===== src/rtl/id_operand_stage_pkg.sv =====
// Shared definitions for the IF/ID operand stage: stall bus encoding and IF->ID bus.
package id_operand_stage_pkg;

  localparam logic STOP    = 1'b1;
  localparam logic NO_STOP = 1'b0;

  // Bit positions on the stall bus
  localparam int STALL_IFID = 1;
  localparam int STALL_ID   = 2;

  // IF->ID slot payload: valid flag plus 32-bit pc
  localparam int IF_ID_BUS_W = 33;

  typedef struct packed {
    logic        valid;
    logic [31:0] pc;
  } if_id_bus_t;

endpackage


===== src/rtl/id_operand_stage_fwd_select.sv =====
// Per-operand forwarding mux: lowest-index matching channel wins, reports its pending flag.
module id_operand_stage_fwd_select #(
  parameter int DATA_W = 32,
  parameter int AW     = 5,
  parameter int NFWD   = 3
) (
  input  logic                 slot_valid,
  input  logic [AW-1:0]        addr,
  input  logic [DATA_W-1:0]    rf_rdata,
  input  logic [NFWD-1:0]      fwd_we,
  input  logic [NFWD*AW-1:0]   fwd_waddr,
  input  logic [NFWD*DATA_W-1:0] fwd_wdata,
  input  logic [NFWD-1:0]      fwd_pending,
  output logic [DATA_W-1:0]    data,
  output logic                 pending
);

  logic hit;

  // Priority scan from the youngest channel; r0 and empty slots force zero and no hazard
  always_comb begin
    data    = rf_rdata;
    pending = 1'b0;
    hit     = 1'b0;
    for (int i = 0; i < NFWD; i++) begin
      if (!hit && fwd_we[i] && (fwd_waddr[i*AW +: AW] == addr)) begin
        hit     = 1'b1;
        data    = fwd_wdata[i*DATA_W +: DATA_W];
        pending = fwd_pending[i];
      end
    end
    if (!slot_valid || (addr == '0)) begin
      data    = '0;
      pending = 1'b0;
    end
  end

endmodule


===== src/rtl/id_operand_stage.sv =====
// IF/ID slot register, instruction hold across stalls, forwarded operand fetch and load-use detect.
import id_operand_stage_pkg::*;

module id_operand_stage #(
  parameter int DATA_W = 32,
  parameter int AW     = 5,
  parameter int NFWD   = 3,
  parameter int SB_W   = 6
) (
  input  logic                   clk,
  input  logic                   rst,
  input  logic [SB_W-1:0]        stall,
  input  logic                   if_ce,
  input  logic [31:0]            if_pc,
  input  logic [31:0]            inst_sram_rdata,
  output logic [AW-1:0]          rf_raddr1,
  output logic [AW-1:0]          rf_raddr2,
  input  logic [DATA_W-1:0]      rf_rdata1,
  input  logic [DATA_W-1:0]      rf_rdata2,
  input  logic [NFWD-1:0]        fwd_we,
  input  logic [NFWD*AW-1:0]     fwd_waddr,
  input  logic [NFWD*DATA_W-1:0] fwd_wdata,
  input  logic [NFWD-1:0]        fwd_pending,
  output logic                   id_valid,
  output logic [31:0]            id_pc,
  output logic [31:0]            id_inst,
  output logic [DATA_W-1:0]      src1,
  output logic [DATA_W-1:0]      src2,
  output logic                   stallreq,
  output logic [31:0]            hazard_cnt
);

  if_id_bus_t  slot_q;
  logic        hold_vld;
  logic [31:0] inst_hold;
  logic        bubble;
  logic        load;
  logic        pend1;
  logic        pend2;
  logic        unused_stall;

  assign bubble = (stall[STALL_IFID] == STOP) && (stall[STALL_ID] == NO_STOP);
  assign load   = (stall[STALL_IFID] == NO_STOP);
  assign unused_stall = ^{stall[SB_W-1:3], stall[0]};

  assign id_valid = slot_q.valid;
  assign id_pc    = slot_q.pc;

  // Slot register: bubble on IF/ID stop with ID moving, otherwise load or hold
  always_ff @(posedge clk) begin
    if (rst)         slot_q <= '0;
    else if (bubble) slot_q <= '0;
    else if (load)   slot_q <= '{valid: if_ce, pc: if_pc};
  end

  // SRAM data is only valid one cycle, so latch it on the first stalled cycle
  always_ff @(posedge clk) begin
    if (rst || bubble || load) begin
      hold_vld <= 1'b0;
    end else if (slot_q.valid && (stall[STALL_ID] == STOP) && !hold_vld) begin
      hold_vld  <= 1'b1;
      inst_hold <= inst_sram_rdata;
    end
  end

  assign id_inst   = !slot_q.valid ? 32'h0 : (hold_vld ? inst_hold : inst_sram_rdata);
  assign rf_raddr1 = id_inst[21 +: AW];
  assign rf_raddr2 = id_inst[16 +: AW];

  id_operand_stage_fwd_select #(.DATA_W(DATA_W), .AW(AW), .NFWD(NFWD)) u_fwd_rs (
    .slot_valid (slot_q.valid),
    .addr       (rf_raddr1),
    .rf_rdata   (rf_rdata1),
    .fwd_we     (fwd_we),
    .fwd_waddr  (fwd_waddr),
    .fwd_wdata  (fwd_wdata),
    .fwd_pending(fwd_pending),
    .data       (src1),
    .pending    (pend1)
  );

  id_operand_stage_fwd_select #(.DATA_W(DATA_W), .AW(AW), .NFWD(NFWD)) u_fwd_rt (
    .slot_valid (slot_q.valid),
    .addr       (rf_raddr2),
    .rf_rdata   (rf_rdata2),
    .fwd_we     (fwd_we),
    .fwd_waddr  (fwd_waddr),
    .fwd_wdata  (fwd_wdata),
    .fwd_pending(fwd_pending),
    .data       (src2),
    .pending    (pend2)
  );

  assign stallreq = slot_q.valid && (pend1 || pend2);

  // Saturating count of load-use stall cycles
  always_ff @(posedge clk) begin
    if (rst)                                  hazard_cnt <= '0;
    else if (stallreq && (hazard_cnt != '1))  hazard_cnt <= hazard_cnt + 32'd1;
  end

endmodule

===== config.mk =====
export PLATFORM = sky130hd
export DESIGN_NAME = id_operand_stage
export DESIGN_NICKNAME = d
export VERILOG_FILES = /design/src/rtl/id_operand_stage_pkg.sv /design/src/rtl/id_operand_stage_fwd_select.sv /design/src/rtl/id_operand_stage.sv
export SDC_FILE = /design/constraint.sdc
export NUM_CORES = 1
export LEC_CHECK = 0
export ABC_AREA = 0
export ABC_CLOCK_PERIOD_IN_PS = 4500
export CORE_AREA = 2 2 168 170
export DETAILED_ROUTE_END_ITERATION = 10
export DIE_AREA = 0 0 170 172
export GPL_TIMING_DRIVEN = 0
export PLACE_DENSITY_LB_ADDON = 0.05
export REMOVE_ABC_BUFFERS = 1
export SLEW_MARGIN = 10
export SYNTH_ARGS = -nofsm -noshare
export SYNTH_HDL_FRONTEND = slang
export SYNTH_SLANG_ARGS = --single-unit

===== constraint.sdc =====
create_clock -name clk -period 4.5 [get_ports clk]
set_input_delay 0.9 -clock clk [delete_from_list [all_inputs] [get_ports clk]]
set_output_delay 0.9 -clock clk [all_outputs]
set_load 0.05 [all_outputs]

After elaboration in Yosys (flattened, before gate mapping)
Cells that the tools add are included.
W data, S select, Z words.

cells by class
  add/sub/neg operators = 1
  equal/unequal tests = 7
  muxes and demuxes = 22
  bitwise operators = 3
  reduce and logical (&&, ||, !) cells = 30

operator list
  operator                 count
  $mux W32                 10
  $add A32 B1 Y32 const B  1
  $ne A32 B32 Y1 const B   1
  $eq A5 B5 Y1             6
  $logic_and A1 B1 Y1      15
  $mux W1                  12
  $logic_not A5 Y1         2
  $logic_not A1 Y1         6
  $logic_or A1 B1 Y1       5
  $not A1 Y1               3
  $reduce_and A2 Y1        1
  $reduce_or A2 Y1         1

word-level totals
  bits in registers = 98
  bits of input ports = 254
  output and inout bits = 172
  word-level logic and storage cells = 68

Depth between registers and ports, before layout
Gate-level depths: netlist of run 1.

  word-level depth = 17
  mapped depth = 14
  depth with buffers taken out = 11

Modules after synthesis
From an unflattened synthesis of run 1, not the netlist that was laid out.

second synthesis, totals
  cells, all modules = 793
  area, all modules = 7003.0 µm²

modules (own cells, without submodules)
  module                       times used  cells each  area each (µm²)  seq. area each (µm²)
  id_operand_stage             1           425         4498.1           2282.2
  id_operand_stage_fwd_select  2           184         1252.5           0.0

Least setup slack after synthesis of run 1
OpenSTA, ideal clock, no wires.

  path kind = reg-to-output
  start = register slot_q (netlist bit id_valid)
  end = output port src1[10]
  arrival = 3.867 ns
  data required time = 3.600 ns
  setup slack = -0.267 ns
  cell stages (with the launch flop) = 12
  path buffers = 3
  path through = dfxtp_1 -> inv_1 -> clkbuf_1 -> clkbuf_1 -> nor2_1 -> xnor2_1 -> nor4bb_1 -> nand2_1 -> clkbuf_1 -> a211oi_1 -> a21oi_1 -> nor2_1

on the way
  longest elaborated chain between the ends = 13
  elaborated cells between the ends (all ways) = 20
  those cells by class = eq/ne: 3; mux: 7; reduce/logical: 10

RTL lines
  what                              line                               RTL
  from (decl)                       id_operand_stage.sv:33             if_id_bus_t slot_q;
  from (signal assigned)            id_operand_stage.sv:53             else if (load) slot_q <= '{valid: if_ce, pc: if_pc};
  $mux W32 (*)                      id_operand_stage.sv:66             assign id_inst = !slot_q.valid ? 32'h0 : (hold_vld ? inst_hold : inst_sram_rdata);
  via id_inst[24]                   id_operand_stage.sv:26             output logic [31:0] id_inst,
  $eq A5 B5 Y1                      id_operand_stage_fwd_select.sv:26  if (!hit && fwd_we[i] && (fwd_waddr[i*AW +: AW] == addr)) begin
  $logic_and A1 B1 Y1               id_operand_stage_fwd_select.sv:26
  $mux W1                           id_operand_stage_fwd_select.sv:26
  $logic_not A1 Y1                  id_operand_stage_fwd_select.sv:26
  $logic_and A1 B1 Y1 (2 in a row)  id_operand_stage_fwd_select.sv:26
  $mux W1                           id_operand_stage_fwd_select.sv:26
  $logic_not A1 Y1                  id_operand_stage_fwd_select.sv:26
  $logic_and A1 B1 Y1 (2 in a row)  id_operand_stage_fwd_select.sv:26
  $mux W32                          id_operand_stage_fwd_select.sv:26
  $mux W32 (*)                      id_operand_stage_fwd_select.sv:32  if (!slot_valid || (addr == '0)) begin
  to (decl)                         id_operand_stage.sv:27             output logic [DATA_W-1:0] src1,

Mark *: on every way through the listed nets, which the timed path passes. The rest lies on a longest branch.

Final worst setup path of run 1
  start = input port fwd_waddr[1]
  end = output port src2[7]

on the way
  longest elaborated chain between the ends = 12
  elaborated cells between the ends (all ways) = 14
  those cells by class = eq/ne: 1; mux: 6; reduce/logical: 7

RTL lines
  what                              line                               RTL
  from (decl)                       id_operand_stage.sv:21             input logic [NFWD*AW-1:0] fwd_waddr,
  $eq A5 B5 Y1 (*)                  id_operand_stage_fwd_select.sv:26
  $logic_and A1 B1 Y1 (*)           id_operand_stage_fwd_select.sv:26
  $mux W1                           id_operand_stage_fwd_select.sv:26
  $logic_not A1 Y1                  id_operand_stage_fwd_select.sv:26
  $logic_and A1 B1 Y1 (2 in a row)  id_operand_stage_fwd_select.sv:26
  $mux W1                           id_operand_stage_fwd_select.sv:26
  $logic_not A1 Y1                  id_operand_stage_fwd_select.sv:26
  $logic_and A1 B1 Y1 (2 in a row)  id_operand_stage_fwd_select.sv:26
  $mux W32 (*)                      id_operand_stage_fwd_select.sv:26
  $mux W32 (*)                      id_operand_stage_fwd_select.sv:32
  to (decl)                         id_operand_stage.sv:28             output logic [DATA_W-1:0] src2,

Every way passes the cells marked *; elsewhere a longest branch is shown, timed or not.

==> flow_metrics.env, run 1 <==
export IMPL_status="finished, final reports clean"
export IMPL_placed_area_um2=11800
export IMPL_dp_hpwl_mm=25.5
export IMPL_syn_avg_cell_area_um2=8.06
export IMPL_synth_cell_types=48
export IMPL_post_drt_wl_per_cell_um=21.4
export IMPL_start_util_pct=25.6
export IMPL_clk_latency_ns=0.36
export IMPL_irDropWorstVdd_mv=0.149
export IMPL_clkPwrFrac_pct=30.9
export IMPL_power_total_uw=2770
export IMPL_synth_top_area_share_pct=22.0
export IMPL_synthSimpleGateAreaFrac_pct=22.2
export IMPL_drv_slew=0
export IMPL_synthXorXnorAreaFrac_pct=4.12
export IMPL_cp_end_kind="primary output"
export IMPL_track_usage_pct=23.0
export IMPL_postRouteAntennaNets=0
export IMPL_grt_pass1_vias=7807
export IMPL_numCtsBuffers=9
export IMPL_nets=1574
export IMPL_dp_cells=1603
export IMPL_cts_buffer_depth=2
export IMPL_fin_tns_setup_ns=0
export IMPL_synth_ff_type="dfxtp_1"
export IMPL_drtPass1Iterations=5
export IMPL_critPathMaxFanout=6
export IMPL_intPower_uw=1820
export IMPL_crit_path_start_kind="input port"
export IMPL_power_density_nw_per_um2=215
export IMPL_synth_top_family_by_area="multiplexers"
export IMPL_coreArea_um2=27500
export IMPL_design_area_um2=12900
export IMPL_ys_seq_area_share_pct=32.5
export IMPL_antenna_found_initial=9
export IMPL_synth_edf_count=32
export IMPL_final_cells=1673
export IMPL_yosys_warnings=0
export IMPL_power_leakage_uw=0.00524
export IMPL_cts_sinks=98
export IMPL_pin_count=426
export IMPL_switching_share_pct=34.5
export IMPL_synth_fa_ha_area_share_pct=0.178
export IMPL_die_w_um=170
export IMPL_area_growth_pct=83.5
export IMPL_fp_dieH_um=172
export IMPL_max_slew_margin_pct=24.8
export IMPL_crit_required_ns=3.60
export IMPL_cts_tree="yes"
export IMPL_cap_violations=0
export IMPL_reg2reg_depth=15
export IMPL_overflow=0
export IMPL_cts_clk_slew_worst_paths_ns=0.08
export IMPL_synth_seq_cells=98
export IMPL_vias_per_cell=4.93
export IMPL_route_detailed_drc=0
export IMPL_hold_viol_final=0
export IMPL_cts_root_buf="clkbuf_16"
export IMPL_fin_crit_sh_pct=98.9
export IMPL_synth_cells=871
export IMPL_reg2reg_to="hazard_cnt[14]"
export IMPL_layout_commonest_cell="clkdlybuf4s50_1"
export IMPL_fp_row_count=61
export IMPL_r2r_slack_ns=0.36
export IMPL_floorplan_die_area_um2=29200
export IMPL_final_cell_mix="clkdlybuf4s50_1, nor2_1, mux2i_1, buf_4, dfxtp_1"
export IMPL_hp_start="id_pc[28]"
export IMPL_fmax_mhz=225
export IMPL_wl_mm=35.7
export IMPL_cp_arrival_ns=3.55
export IMPL_synth_compound_area_share_pct=12.2
export IMPL_synth_cell_area_um2=7020
export IMPL_seq_power_share_pct=33.9
export IMPL_grt_setup_unrepaired="true"
export IMPL_globalplace_congestion=0.790
export IMPL_hold_path_class="reg2reg"
export IMPL_grt_max_degree=42
export IMPL_p_switching_uw=956
export IMPL_min_path_cells=2
export IMPL_synth_top_cell_by_area="mux2i_1"
export IMPL_fin_worst_skew_ns=0.0176
export IMPL_finalSetupViolations=0
export IMPL_grt_pass1_wl_mm=50.5
export IMPL_reg2reg_from="hold_vld"
export IMPL_combPwrFrac_pct=35.2
export IMPL_worst_pin_slew_ns=1.13
export IMPL_drt_iter0_markers=365
export IMPL_final_layout_size_suffix_gt1_share_pct=17.7
export IMPL_period_needed_ns=4.45
export IMPL_synthTopCellsByArea="mux2i_1, dfxtp_1, edfxtp_1"
export IMPL_crit_type="in2out"
export IMPL_port_buffers=421
export IMPL_synth_async_sr_flop_share_pct=0
export IMPL_hold_end="id_pc[28]"
export IMPL_htree_levels=3
export IMPL_synthMuxAreaShare_pct=23.3
export IMPL_vias=8247
-- worst max-delay path by stage --
stage                             from  endpoint  slack [ns]  cells after the start
after global routing      fwd_waddr[1]   src2[7]     -0.0009                     11
after detailed placement      id_valid   src1[7]       -1.55                      9
after CTS                     hold_vld  stallreq       0.006                     11
after global placement        hold_vld   src2[2]      -17.90                      9
final                     fwd_waddr[1]   src2[7]        0.05                     11
after floorplan               hold_vld  src2[30]       -7.32                      8
-- cells in the mapped netlist (2+ instances only) --
| cell | count |
|---|---|
| nor2_1 | 182 |
| nand2b_1 | 3 |
| nor4bb_1 | 2 |
| or4_1 | 4 |
| mux2i_1 | 154 |
| nand4_1 | 6 |
| a211oi_1 | 34 |
| dfxtp_1 | 66 |
| nor4_1 | 10 |
| nand3_1 | 17 |
| edfxtp_1 | 32 |
| or3_1 | 15 |
| buf_1 | 22 |
| xnor2_1 | 29 |
| buf_2 | 6 |
| or4b_1 | 2 |
| nor4b_1 | 3 |
| or2b_1 | 2 |
| xor2_1 | 4 |
| inv_1 | 15 |
| nor3_1 | 15 |
| o22ai_1 | 3 |
| nand2_1 | 56 |
| and4_1 | 3 |
| mux2_2 | 6 |
| a21oi_1 | 51 |
| buf_4 | 11 |
| o31ai_1 | 3 |
| nor2b_1 | 3 |
| and3_1 | 13 |
| o21ai_0 | 48 |
| nor3b_1 | 2 |
| clkbuf_1 | 34 |
-- critical path, cell delays in order --
cell             delay (ns)
clkdlybuf4s50_1        0.46
or3_1                  0.36
nand3_1                0.15
nor4_4                 0.08
buf_4                  0.16
or4b_4                 0.64
buf_4                  0.19
buf_6                  0.13
mux2i_1                0.12
nor2_1                 0.16
buf_6                  0.20
-- area by class of cell --
cell class | count | area (um2)
clock inverter | 6 | 81.3
multi-input combinational | 691 | 4870
inverter | 15 | 65.1
clock buffer | 10 | 239
timing repair buffer | 504 | 4900
sequential | 98 | 2290
tap | 346 | 433
fill | 2732 | 14600
antenna | 3 | 7.51
-- timing repair --
action | 4_1_cts | 5_1_grt
buffers inserted | 24 | 17
setup endpoints to repair | 97 | 75
cloned | 9 | 1
pin swaps | 18 | 14
hold buffers | 0 | 0
gates resized for setup | 378 | 100
-- power groups by stage --
stage	registers, uW	logic, uW	clock network, uW
6_report	941	976	857
4_1_cts	940	958	895
2_1_floorplan	1010	401	0
3_5_place_dp	961	943	0
3_3_place_gp	962	932	0
5_1_grt	944	1030	918
-- metal layers --
metal	wire length [um]	vias up	track usage [%]
li1	-	3992	-
met1	14800	3873	27.8
met2	16900	314	38.3
met3	2670	60	6.98
met4	1320	8	8.81
met5	40	-	0
-- registers in the layout, indices dropped and copies added (netlist names) --
signal	cells
hazard_cnt	32
hold_vld	1
id_pc	32
id_valid	1
inst_hold	32
-- logic make-up (layout without fill, tap and decap cells) --
logic type | after synthesis | in the layout
AOI/OAI and AO/OA | 145 | 145
buffers and inverters | 89 | 535
xor gates and xnor gates | 33 | 33
and+or+nand+nor | 343 | 350
DFF | 98 | 98
adders and majority gates | 1 | 1
muxes | 162 | 162
other | 0 | 3
-- through the flow --
stage / setup slack (ns) / hold WS, ns / utilization (%)
after CTS: 0.00568 / 0.509 / 45.6
after global placement: -17.90 / 0.473 / 41.3
final: 0.0517 / 0.501 / 46.9
after global routing: -0.000864 / 0.529 / 46.9
after detailed placement: -1.55 / 0.484 / 42.9
after floorplan: -7.32 / 0.710 / -
Power figures use the tool's default switching activity.
==> inputs of run 2 (changes only) <==
Settings changed: CAP_MARGIN set to 20.
==> run 2 against run 1 <==
  * Final area grew 0.74%
  * Setup slack gained 0.00083 ns
  * Global-route usage shrank 0.16 points
  * Critical path depth grew 1
  * Clock skew is essentially flat
  * Power shrank 0.25%
  * Largest power group unchanged
  * Highest routed layer unchanged
==> flow_metrics.env, run 2 (synthesis gave the netlist of run 1 again) <==
export IMPL_startpoint="inst_sram_rdata[25]"
export IMPL_crit_path_start_kind="input port"
export IMPL_cp_end_kind="primary output"
export IMPL_crit_type="in2out"
export IMPL_reg2reg_depth=14
export IMPL_post_drt_wl_per_cell_um=21.3
export IMPL_globalplace_congestion=0.790
export IMPL_nets=1575
export IMPL_critPathMaxFanout=15
export IMPL_hold_slack_ns=0.498
export IMPL_layout_commonest_cell="clkdlybuf4s50_1"
export IMPL_coreArea_um2=27500
export IMPL_drt_iter0_markers=474
export IMPL_multi_input_area_um2=4840
export IMPL_route_detailed_drc=0
export IMPL_postRouteAntennaNets=0
export IMPL_hold_buffers=0
export IMPL_period_needed_ns=4.45
export IMPL_irDropWorstVdd_mv=0.154
export IMPL_cts_tree="yes"
export IMPL_power_density_nw_per_um2=213
export IMPL_fp_row_count=61
export IMPL_htree_levels=3
export IMPL_fmax_mhz=225
export IMPL_fill_cells=2723
export IMPL_die_w_um=170
export IMPL_crit_slowest_cell="clkdlybuf4s50_1"
export IMPL_pin_count=426
export IMPL_drv_slew=0
export IMPL_pre_cts_slack_ns=-1.53
export IMPL_final_cells=1673
export IMPL_dp_cells=1604
export IMPL_clk_latency_ns=0.36
export IMPL_cp_top_family="buffers and inverters"
export IMPL_critPathMaxStageDelay_ns=0.45
export IMPL_fin_worst_skew_ns=0.0180
export IMPL_floorplan_die_area_um2=29200
export IMPL_ff_latch_area_um2=2290
export IMPL_area_growth_pct=84.8
export IMPL_dp_hpwl_mm=25.6
export IMPL_drtPass1Iterations=4
export IMPL_placed_area_um2=11800
export IMPL_numCtsBuffers=9
export IMPL_worst_pin_slew_ns=0.834
export IMPL_finalSetupViolations=0
export IMPL_fin_crit_sh_pct=98.8
export IMPL_track_usage_pct=22.8
export IMPL_path_buf_inv=4
export IMPL_grt_setup_unrepaired="true"
export IMPL_cts_root_buf="clkbuf_16"
export IMPL_max_slew_margin_pct=44.0
export IMPL_cts_buffer_depth=2
export IMPL_cp_arrival_ns=3.55
export IMPL_path_cells="clkdlybuf4s50_1 -> mux2_4 -> a21oi_4 -> o22ai_4 -> or3_4 -> buf_12 -> buf_16 -> mux2i_1 -> a211oi_1 -> a21oi_1 -> nor2_1 -> clkbuf_4"
export IMPL_vias=8285
export IMPL_antenna_found_initial=5
export IMPL_r2r_slack_ns=0.30
export IMPL_critPathCapture="src1[7]"
export IMPL_reg2reg_from="id_valid"
export IMPL_path_depth=12
export IMPL_hold_path_class="reg2reg"
export IMPL_wl_mm=35.7
export IMPL_grt_pass1_wl_mm=50.3
export IMPL_power_leakage_uw=0.00526
export IMPL_crit_required_ns=3.60
export IMPL_cts_sinks=98
export IMPL_vias_per_cell=4.95
export IMPL_reg2reg_to="hazard_cnt[16]"
export IMPL_hold_viol_final=0
export IMPL_cts_clk_slew_worst_paths_ns=0.08
export IMPL_design_area_um2=13000
export IMPL_fp_dieH_um=172
export IMPL_finalCoreUtilization_pct=47.2
export IMPL_cap_violations=0
export IMPL_final_layout_size_suffix_gt1_share_pct=18.3
export IMPL_setup_slack_ns=0.0525
export IMPL_overflow=0
export IMPL_start_util_pct=25.6
export IMPL_grt_max_degree=42
export IMPL_grt_pass1_vias=7840
export IMPL_final_cell_mix="clkdlybuf4s50_1, nor2_1, mux2i_1, buf_4, dfxtp_1"
export IMPL_port_buffers=421
export IMPL_status="finished, final reports clean"
==> run 2: changes by cell type in the layout (fill, tap and decap cells not counted), moves of 4 or more <==
cell      before  now
buf_2         34   18
buf_4         67   74
buf_6         22   29
a211oi_1      31   25
a211oi_2       2    8
buf_12         6   11
o21ai_0       42   37
o21ai_1        5    9
==> run 2: final cells by class <==
cell class / count / area share (%)
Antenna cell: 2 / 0.0386
Clock buffer: 9 / 1.74
Clock inverter: 7 / 0.665
Inverter: 15 / 0.472
Multi-Input combinational cell: 689 / 37.3
Sequential cell: 98 / 17.6
Tap cell: 346 / 3.34
Timing Repair Buffer: 507 / 38.8
==> run 2: worst min path at each step <==
stage / from / endpoint / slack, ns / cells past startpoint
after floorplan: hazard_cnt[30] / hazard_cnt[30] / 0.71 / 2
final: id_pc[23] / id_pc[23] / 0.50 / 2
after global routing: hazard_cnt[16] / hazard_cnt[16] / 0.53 / 2
after detailed placement: id_pc[2] / id_pc[2] / 0.48 / 2
after global placement: id_pc[27] / id_pc[27] / 0.47 / 2
after CTS: hazard_cnt[14] / hazard_cnt[14] / 0.51 / 2
==> run 2: what timing repair did <==
action	CTS	global route
gates cloned	6	3
hold endpoints to repair	0	0
buffers inserted	37	7
setup endpoints to repair	97	72
pin swaps	15	25
resized for setup	409	113
==> run 2: worst reg2reg max path: stages, from the launching register on <==
cell and delay [ns]:
dfxtp_4 0.60, inv_4 0.27, or3_1 0.44, nand3_1 0.15
nor4_4 0.08, buf_4 0.15, or4b_4 0.57, buf_12 0.17
o32ai_2 0.16, a221oi_4 0.12, buf_4 0.20, buf_8 0.16
or4_4 0.59, or3_1 0.32, a21oi_1 0.14
==> run 2: power breakdown <==
group / internal (uW) / switching, uW
clock network: 443 / 389
logic: 444 / 550
registers: 928 / 13.0
total: 1810 / 952
==> run 2: per-layer routing <==
layer	track usage [%]	wire length, um
met5	0	32
met4	9.10	1260
met3	6.59	2820
met2	38.0	17000
met1	27.7	14500
==> run 2: per-stage QoR <==
stage                     setup TNS [ns]  power, uW
final                                  0       2770
after global routing               -1.02       2880
after CTS                              0       2770
after detailed placement          -95.86       1910
after global placement          -1317.92       1890
after floorplan                  -547.08       1410
==> inputs of run 3 (changes only) <==
Settings changed: HOLD_SLACK_MARGIN set to 0.1.
==> results of run 3 <==
Final layout, timing and power as in run 2 (identical DEF).
